`config.mk`:
```
export PLATFORM = sky130hd
export DESIGN_NAME = load_store_unit
export DESIGN_NICKNAME = d
export VERILOG_FILES = /design/src/rtl/load_store_unit.sv
export SDC_FILE = /design/constraint.sdc
export NUM_CORES = 1
export LEC_CHECK = 0
export BUFFER_PORTS_ARGS = -buffer_cell sky130_fd_sc_hd__buf_4
export CORE_MARGIN = 4
export CORE_UTILIZATION = 49
export DETAILED_ROUTE_END_ITERATION = 12
export GPL_ROUTABILITY_DRIVEN = 0
export PLACE_DENSITY = 0.85
export SETUP_SLACK_MARGIN = 0.05
export SYNTH_ARGS = -nofsm -noshare
export SYNTH_HDL_FRONTEND = slang
export SYNTH_SLANG_ARGS = --single-unit
```
`constraint.sdc`:
```
create_clock -name clock -period 2.2 [get_ports clock]
set_input_delay 0.11 -clock clock [delete_from_list [all_inputs] [get_ports clock]]
set_output_delay 0.11 -clock clock [all_outputs]
set_load 0.1 [all_outputs]
```
`src/rtl/load_store_unit.sv`:
```
// RV32I load/store unit: sign/zero-extends loads and turns SB/SH into a
// read-modify-write of the 4-byte-wide data memory. Bad requests are rejected before any write.
module load_store_unit #(
    parameter int MEM_BYTES = 128
) (
    input  logic        clock,
    input  logic        reset,
    input  logic        start,
    input  logic        is_store,
    input  logic [2:0]  funct3,
    input  logic [31:0] address,
    input  logic [31:0] store_data,
    output logic        busy,
    output logic        done,
    output logic        error,
    output logic [31:0] load_data,
    output logic [31:0] mem_address,
    output logic [31:0] mem_wdata,
    output logic        mem_we,
    input  logic [31:0] mem_rdata
);

    localparam logic [31:0] MAX_ADDR = 32'(MEM_BYTES - 4);

    typedef enum logic [2:0] {
        IDLE,
        LOAD,
        RMW_READ,
        WRITE,
        FINISH
    } state_t;

    state_t      state_q, state_d;
    logic [2:0]  funct3_q, funct3_d;
    logic [31:0] sdata_q, sdata_d;
    logic [31:0] merge_q, merge_d;
    logic        err_q, err_d;
    logic [31:0] load_data_q, load_data_d;
    logic [31:0] mem_address_q, mem_address_d;

    function automatic logic req_illegal(input logic st, input logic [2:0] f3,
                                         input logic [31:0] a);
        logic bad;
        bad = st ? (f3 > 3'd2) : (f3 == 3'd3 || f3 == 3'd6 || f3 == 3'd7);
        if (f3[1:0] == 2'd1 && a[0])
            bad = 1'b1;
        if (f3[1:0] == 2'd2 && a[1:0] != 2'd0)
            bad = 1'b1;
        // Also rejects addresses that would wrap past 2^32 when +3 is applied.
        if (a > MAX_ADDR)
            bad = 1'b1;
        return bad;
    endfunction

    function automatic logic [31:0] extend_load(input logic [2:0] f3, input logic [31:0] w);
        case (f3)
            3'd0:    return {{24{w[7]}}, w[7:0]};
            3'd1:    return {{16{w[15]}}, w[15:0]};
            3'd4:    return {24'd0, w[7:0]};
            3'd5:    return {16'd0, w[15:0]};
            default: return w;
        endcase
    endfunction

    function automatic logic [31:0] merge_store(input logic [2:0] f3, input logic [31:0] old,
                                                input logic [31:0] d);
        case (f3)
            3'd0:    return {old[31:8], d[7:0]};
            3'd1:    return {old[31:16], d[15:0]};
            default: return d;
        endcase
    endfunction

    always_comb begin
        state_d       = state_q;
        funct3_d      = funct3_q;
        sdata_d       = sdata_q;
        merge_d       = merge_q;
        err_d         = err_q;
        load_data_d   = load_data_q;
        mem_address_d = mem_address_q;
        case (state_q)
            IDLE: begin
                if (start) begin
                    funct3_d = funct3;
                    sdata_d  = store_data;
                    if (req_illegal(is_store, funct3, address)) begin
                        err_d   = 1'b1;
                        state_d = FINISH;
                    end else begin
                        err_d         = 1'b0;
                        mem_address_d = address;
                        if (!is_store)
                            state_d = LOAD;
                        else if (funct3 == 3'd2)
                            state_d = WRITE;
                        else
                            state_d = RMW_READ;
                    end
                end
            end
            LOAD: begin
                load_data_d = extend_load(funct3_q, mem_rdata);
                state_d     = FINISH;
            end
            RMW_READ: begin
                merge_d = mem_rdata;
                state_d = WRITE;
            end
            WRITE:   state_d = FINISH;
            FINISH:  state_d = IDLE;
            default: state_d = IDLE;
        endcase
    end

    always_ff @(posedge clock or negedge reset) begin
        if (!reset) begin
            state_q       <= IDLE;
            funct3_q      <= 3'd0;
            sdata_q       <= 32'd0;
            merge_q       <= 32'd0;
            err_q         <= 1'b0;
            load_data_q   <= 32'd0;
            mem_address_q <= 32'd0;
        end else begin
            state_q       <= state_d;
            funct3_q      <= funct3_d;
            sdata_q       <= sdata_d;
            merge_q       <= merge_d;
            err_q         <= err_d;
            load_data_q   <= load_data_d;
            mem_address_q <= mem_address_d;
        end
    end

    // Decoded straight from state so an asynchronous reset drops mem_we at once.
    always_comb begin
        busy      = (state_q != IDLE);
        done      = (state_q == FINISH);
        error     = (state_q == FINISH) && err_q;
        mem_we    = (state_q == WRITE);
        mem_wdata = 32'd0;
        if (state_q == WRITE)
            mem_wdata = merge_store(funct3_q, merge_q, sdata_q);
    end

    assign load_data   = load_data_q;
    assign mem_address = mem_address_q;

endmodule

```
==> flow_metrics.tcl, run 1 <==
set metrics [dict create \
    drt-vias-per-instance 5.264 \
    final_nets 838 \
    path_clk_slew_ps 50 \
    timing.final.crit_share_pct 94.05 \
    port_buffers 202 \
    diodes 0 \
    critPathLaunch "state_q[0]" \
    path_class "reg -> out" \
    synth.avg_cell_area_um2 11.73 \
    grt_max_degree 60 \
    syn-instance-count 446 \
    finalHoldViolCount 0 \
    dpl.cell_count 775 \
    dr.pass1.iters 4 \
    endpoint_kind "output pin" \
    hold_path.startpoint "start" \
    crit_path_start_kind "flop" \
    cts_made_buffers 17 \
    place_hpwl_um 10350 \
    htreeDepth 4 \
    synth-seq-cells 127 \
    rsz0062_at_grt "true" \
    syn_nets 549 \
    power.total_mw 5.746 \
    antenna_found_initial 1 \
    ys_types 30 \
    drt_iter0_drc 279 \
    layout-drive-gt1-share_pct 47.72 \
    r2r_setup_slack_ps 230 \
    clock_sinks 127 \
    irDropWorstVdd_v 0.0004682 \
    setup_viol 0 \
    status "complete, no violations" \
    start_util_pct 50.45 \
    seq_area_frac_synth_pct 60.75 \
    r2r_start "state_q[2]" \
    yosys-top-cells-area "dfrtp_1 61%, mux2_2 16%, a21oi_1 5.3%" \
    yosysTopAreaCell "dfrtp_1" \
    wl_um 16360 \
    synthArstFlopShare_pct 100.0 \
    powerDensity_mw_per_mm2 663.1 \
    slew_violations 0 \
    cts_tree "built" \
    grt_usage_pct 27.44 \
    finalSetupTns_ps 0 \
    worst_slew_pin_slew_ps 657.0 \
    netlist_top_cells_count "127 x dfrtp_1, 74 x mux2_2, 66 x nand2_1, 55 x a21oi_1, 28 x nor2_1" \
    grt.overflow.total 0 \
    slew_headroom_pct 56.20 \
    grt_pass1_wl_um 26920 \
    grt_pass1_vias 5292 \
    finClkSkew_ps 9.984 \
    p_leak_nw 4.114 \
    instances_no_fill 882 \
    synth-edff-count 0 \
    dieArea_mm2 0.01239 \
    yosys_warnings 0 \
    ant_nets 0 \
    cts_root_buf "clkbuf_8" \
    ctsLongestPathBuffers 2 \
    fmax_mhz 483.3 \
    synth_top_area_share_pct 60.75 \
    worstPathRequired_ps 2090 \
    placementRows 37 \
    die_h_um 111.3 \
    clk_latency_ps 510 \
    fin_hold_ws_ps 116.8 \
    syn_to_final_growth_pct 65.63 \
    coreArea_mm2 0.01037 \
    cp_max_fo 25 \
    synth_ff_type "dfrtp_1" \
    vias 4643 \
    cp.arrival_ps 1960 \
    final_util_pct 83.55 \
    ios 203 \
    syn_area_mm2 0.005231 \
    wire_per_inst_um 18.55 \
    fp.dieW_um 111.3 \
    period_needed_ps 2069 \
    hold_class "in -> reg" \
    drt_drc_violations_left 0 \
    yosysMostFrequentCell "dfrtp_1" \
    drv_cap 0 \
]
## cells in the final DEF, fill, tap and decap left out, types with 7 or more instances in the layout
master,n
nor2b_1,25
clkbuf_16,16
buf_6,21
dlygate4sd3_1,76
a21oi_4,19
nor2_1,26
dfrtp_1,126
a21oi_1,34
mux2_2,74
buf_4,192
nand2_1,65
buf_12,7
and3_1,8
## metal layers
metal  GRT usage [%]  up-vias  wire length, um
met1           31.70     2295             6239
met5               0        -               14
met4           9.570        2              386
met3           9.007       37             1145
li1                -     2100                -
met2           47.97      209             8575
## critical path, stage by stage, from the launching register on
cell and delay, ps:
dfrtp_1 360, buf_4 160, nor2b_2 170, nand2_2 80, buf_12 220, a21oi_1 190, buf_6 250
## final timing paths
| path | endpoint | depth (start not counted) |
|---|---|---|
| min in group asynchronous | sdata_q[5] | 2 |
| max in group asynchronous | mem_address[8] | 3 |
| min reg2reg | sdata_q[5] | 1 |
| max reg2reg | mem_address[6] | 5 |
| max | mem_wdata[8] | 6 |
| min | state_q[0] | 3 |
## final cells by class
type,count,area [um2]
Clock buffer,22,432.9
Clock inverter,8,92.59
Fill cell,518,1705
Inverter,1,3.754
Multi-Input combinational cell,292,2207
Sequential cell,127,3179
Tap cell,136,170.2
Timing Repair Buffer,296,2579
## kinds of logic (layout without fill, tap and decap cells)
kind of cell,count (synthesis),in the layout,share of synthesized area (%)
DFF,127,127,60.75
muxes,75,75,16.12
and+or+nand+nor,154,154,14.47
buffers and inverters,27,327,2.320
AOI/OAI and AO/OA,63,63,6.338
## power breakdown
group,internal (mW),switching [mW]
logic,0.371,0.352
clock network,1.59,0.932
registers,2.44,0.0687
## flip-flops by register name, summed over array words and instances, names as in the netlist
register / flops
state_q: 3
merge_q: 24
funct3_q: 3
err_q: 1
sdata_q: 32
mem_address: 32
load_data: 32
## stage by stage
| stage | area [um2] | setup slack, ps |
|---|---|---|
| 2_1_floorplan | 5456 | -363.0 |
| 3_3_place_gp | 7189 | 320.0 |
| 3_5_place_dp | 7189 | 262.9 |
| 4_1_cts | 8563 | 50.70 |
| 5_1_grt | 8665 | 29.91 |
| 6_report | 8665 | 130.9 |
## timing repair
| item | in CTS | in global routing |
|---|---|---|
| pin swaps | 0 | 1 |
| endpoints found under the setup margin | 25 | 25 |
| buffers inserted | 0 | 1 |
| gates resized for setup | 23 | 21 |
| gates cloned | 0 | 0 |
| hold buffers | 76 | 0 |
| endpoints found under the hold margin | 142 | 0 |
Note: power is estimated with default switching activity, not from simulation.
==> run 2: changes to the inputs <==
--- a/config.mk
+++ b/config.mk
@@ -6,11 +6,13 @@
 export NUM_CORES = 1
 export LEC_CHECK = 0
 export BUFFER_PORTS_ARGS = -buffer_cell sky130_fd_sc_hd__buf_4
+export CELL_PAD_IN_SITES_DETAIL_PLACEMENT = 0
+export CELL_PAD_IN_SITES_GLOBAL_PLACEMENT = 1
 export CORE_MARGIN = 4
-export CORE_UTILIZATION = 49
+export CORE_UTILIZATION = 37
 export DETAILED_ROUTE_END_ITERATION = 12
 export GPL_ROUTABILITY_DRIVEN = 0
-export PLACE_DENSITY = 0.85
+export PLACE_DENSITY = 0.84
 export SETUP_SLACK_MARGIN = 0.05
 export SYNTH_ARGS = -nofsm -noshare
 export SYNTH_HDL_FRONTEND = slang
==> flow_metrics.tcl, run 2 (synthesis results as in run 1) <==
set metrics [dict create \
    final_nets 834 \
    worstPathRequired_ps 2090 \
    grt_usage_pct 19.70 \
    die_h_um 126.9 \
    fmax_mhz 487.8 \
    htreeDepth 4 \
    layout_commonest_cell "buf_4" \
    grt_pass1_wl_um 25100 \
    dieArea_mm2 0.01610 \
    finalHoldViolCount 0 \
    final_cell_mix "209 x buf_4, 127 x dfrtp_1, 76 x dlygate4sd3_1, 74 x mux2_2, 65 x nand2_1" \
    diodes 0 \
    timing.final.crit_share_pct 93.18 \
    grt.overflow.total 0 \
    start_util_pct 37.69 \
    hold_class "in -> reg" \
    cts_made_buffers 17 \
    r2r_start "state_q[2]" \
    fp.dieW_um 126.9 \
    finalSetupTns_ps 0 \
    dpl.cell_count 816 \
    drt_drc_violations_left 0 \
    vias 4427 \
    slew_violations 0 \
    wire_per_inst_um 16.45 \
    cts_root_buf "clkbuf_16" \
    drt_iter0_drc 155 \
    period_needed_ps 2050 \
    ctsLongestPathBuffers 2 \
    path_clk_slew_ps 50 \
    powerDensity_mw_per_mm2 695.5 \
    antenna_found_initial 0 \
    finClkSkew_ps 3.903 \
    ff2ff_path_depth 5 \
    p_leak_nw 4.089 \
    final_util_pct 62.20 \
    crit_path_start_kind "flop" \
    rsz0062_at_grt "false" \
    endpoint_kind "output pin" \
    instances_no_fill 924 \
    status "complete, no violations" \
    stdcell_area_mm2 0.008633 \
    holdPathEnd "state_q[0]" \
    fill_cells 1087 \
    setup_viol 0 \
    slew_headroom_pct 54.72 \
    syn_to_final_growth_pct 65.03 \
    r2r_setup_slack_ps 220 \
    ios 203 \
    hold_path.startpoint "start" \
    layout-drive-gt1-share_pct 47.72 \
    drt-vias-per-instance 4.791 \
    clk_latency_ps 410 \
    dr.pass1.iters 4 \
    irDropWorstVdd_v 0.0005430 \
    port_buffers 202 \
    pre_cts_ws_ps 231.8 \
    clock_sinks 127 \
    placementRows 43 \
    grt_pass1_vias 4885 \
    cp_max_fo 18 \
    path_class "reg -> out" \
    grt_max_degree 128 \
    cp.arrival_ps 1940 \
    wl_um 15200 \
    whs_path_depth 3 \
    place_hpwl_um 10260 \
    cts_tree "built" \
    setup_slack_ps 150.1 \
    drv_cap 0 \
    ant_nets 0 \
    dpl_cell_area_mm2 0.007234 \
    coreArea_mm2 0.01388 \
    timing.rr.end "mem_address[0]" \
    worst_slew_pin_slew_ps 679.3 \
]
==> run 2: cell types whose count changed in the layout (fill, tap and decap cells not counted), sizes merged <==
cell,change
clkinvlp,+5
bufinv,+1
buf,-4
clkbuf,-4
==> run 2: layer usage <==
metal	vias to the layer above	global-route usage (%)	part of all wire (%)
met5	-	0	0
met4	0	6.372	1.5
met3	19	6.358	7.0
met2	146	33.41	50
met1	2164	23.84	41
li1	2098	-	-
==> run 2: worst max-delay path by stage <==
| stage | startpoint | endpoint | slack, ps |
|---|---|---|---|
| finish | funct3_q[1] | mem_wdata[26] | 150 |
| global route | funct3_q[1] | mem_wdata[27] | 60 |
| CTS | funct3_q[1] | mem_wdata[31] | 70 |
| detailed placement | state_q[2] | mem_address[0] | 230 |
| global placement | state_q[2] | mem_address[6] | 310 |
| floorplan | state_q[0] | mem_wdata[10] | -360 |
==> run 2: layout make-up <==
cell class                 instances  area, um2  area share, %
inverter                           1      3.754        0.04348
tap                              180      225.2          2.609
timing repair buffer             292       2426          28.10
multi-input combinational        292       2193          25.41
sequential                       127       3178          36.81
clock inverter                    14      167.7          1.942
clock buffer                      18      439.2          5.087
==> run 2: timing repair <==
action | CTS | global route
pin swaps | 0 | 0
hold endpoints to repair | 220 | 0
gates resized for setup | 1 | 7
endpoints found under the setup margin | 4 | 19
hold buffers | 76 | 0
setup buffers | 0 | 0
==> run 2: report_power, final <==
part | switching (mW) | leakage (nW) | internal [mW]
Combinational | 0.336 | 2.25 | 0.352
Clock | 1.02 | 0.280 | 1.80
Sequential | 0.0587 | 1.56 | 2.43
Total | 1.41 | 4.09 | 4.59
==> run 2: through the flow <==
stage | total power, mW | hold WS [ps]
2_1_floorplan | 2.821 | -185.6
3_5_place_dp | 3.113 | 278.5
5_1_grt | 6.258 | 214.9
4_1_cts | 6.069 | 202.4
3_3_place_gp | 3.086 | 260.3
6_report | 6.005 | 220.9
==> run 2: worst max-delay path, stage by stage (launching register included) <==
cell	delay (ps)
dfrtp_1	420
buf_4	230
nor2_1	130
buf_6	190
nand2_1	130
a21oi_4	130
buf_4	300
==> run 3: changes to the inputs <==
==> constraint.sdc (replaced) <==
create_clock -name clock -period 2.2 [get_ports clock]
set_input_delay 0.11 -clock clock [delete_from_list [all_inputs] [get_ports clock]]
set_output_delay 0.11 -clock clock [all_outputs]
set_load 0.005 [all_outputs]
==> flow_metrics.tcl, run 3 (synthesis results as in run 1) <==
set metrics [dict create \
    status "complete, no violations" \
    crit_path_start_kind "input pin" \
    p_leak_nw 4.109 \
    grt_pass1_vias 4874 \
    clk_latency_ps 410 \
    power.total_mw 6.170 \
    final_nets 837 \
    finalSetupTns_ps 0 \
    clock_sinks 127 \
    syn_to_final_growth_pct 61.56 \
    dieArea_mm2 0.01610 \
    fmax_mhz 477.9 \
    drt_drc_violations_left 0 \
    worstPathRequired_ps 2500 \
    top_layer_used "met4" \
    ant_nets 0 \
    start_util_pct 37.69 \
    fin_hold_ws_ps 165.3 \
    dr.pass1.iters 4 \
    coreArea_mm2 0.01388 \
    placementRows 43 \
    wl_met2_um 7785 \
    wire_per_inst_um 16.68 \
    hold_class "in -> async" \
    rsz0062_at_grt "false" \
    worst_slew_pin_slew_ps 462.0 \
    diodes 0 \
    fp.dieW_um 126.9 \
    post_cts_buffers 0 \
    path_clk_slew_ps 60 \
    slew_violations 0 \
    cts_tree "built" \
    drt-vias-per-instance 4.799 \
    cp.arrival_ps 2390 \
    slew_headroom_pct 69.02 \
    ctsLongestPathBuffers 2 \
    die_h_um 126.9 \
    antenna_found_initial 0 \
    powerDensity_mw_per_mm2 730.0 \
    layout-drive-gt1-share_pct 44.98 \
    endpoint_kind "flop" \
    wl_met3_um 1001 \
    htreeDepth 4 \
    port_buffers 202 \
    vias 4449 \
    drv_cap 0 \
    period_needed_ps 2092 \
    finalHoldViolCount 0 \
    cts_root_buf "clkbuf_16" \
    timing.final.crit_share_pct 95.11 \
    setup_viol 0 \
    wl_um 15460 \
    final_cell_mix "216 x buf_4, 126 x dfrtp_1, 76 x dlygate4sd3_1, 74 x mux2_2, 66 x nand2_1" \
    drt_iter0_drc 168 \
    finClkSkew_ps 7.286 \
    grt_max_degree 54 \
    ios 203 \
    grt_usage_pct 19.97 \
    cp_max_fo 33 \
    grt.overflow.total 0 \
    irDropWorstVdd_v 0.0004840 \
    layout_commonest_cell "buf_4" \
    grt_pass1_wl_um 25240 \
    path_class "in -> reg" \
    cts_made_buffers 17 \
    place_hpwl_um 10730 \
    met1_length_um 6282 \
]
run 3: changes by cell type in the layout (fill, tap and decap cells not counted), moves of 2 or more:
cell and change:
a21oi_1 +20, a21oi_4 -19, buf_4 +7, buf_6 -5, clkbuf_8 +2, clkinv_2 -2
clkinvlp_4 -2, inv_6 +2
run 3: worst paths after layout:
path / startpoint / to / slack [ps] / depth (start not counted)
worst max-delay path: funct3[0] / mem_address[1] / 110 / 7
worst min-delay path: reset / sdata_q[11] / 170 / 2
worst max register to register: state_q[2] / mem_address[1] / 250 / 5
worst min register to register: err_q / err_q / 500 / 2
max in group asynchronous: reset / load_data[11] / 1360 / 3
min in group clock: start / state_q[0] / 210 / 3
run 3: area by class of cell:
class / instances / area (um2)
Inverter: 1 / 3.754
Clock inverter: 12 / 181.4
Sequential cell: 127 / 3179
Tap cell: 180 / 225.2
Clock buffer: 20 / 466.7
Fill cell: 1118 / 5429
Timing Repair Buffer: 295 / 2442
Multi-Input combinational cell: 292 / 1953
run 3: metal layers:
| metal | up-vias | GRT usage (%) |
|---|---|---|
| met2 | 158 | 33.47 |
| met5 | - | 0 |
| met4 | 0 | 8.076 |
| li1 | 2093 | - |
| met1 | 2168 | 24.27 |
| met3 | 30 | 5.684 |
run 3: critical path, cell delays in order:
cell           delay [ps]
dlygate4sd3_1         540
buf_4                 150
a211oi_1              430
nand4_1               260
nor4_4                310
buf_12                230
mux2_2                350
run 3: timing repair:
action / in CTS / in global routing
hold endpoints to repair: 153 / 0
setup endpoints to repair: 0 / 9
resized for setup: 0 / 1
hold buffers: 76 / 0
run 3: metrics by stage:
step                util [%]  setup WS (ps)  cell area [um2]  cells
global route           60.89          62.98             8452    927
global placement       50.73          276.2             7042    819
detailed placement     50.73          248.6             7042    819
CTS                    60.88          62.94             8451    927
floorplan                  -          383.9             5231    446
finish                 60.89          107.6             8452    927
run 3: report_power, final:
part	internal [mW]	total [mW]	switching (mW)
Clock	1.99	3.04	1.05
Sequential	2.43	2.50	0.0652
Combinational	0.359	0.625	0.267
Total	4.79	6.17	1.38
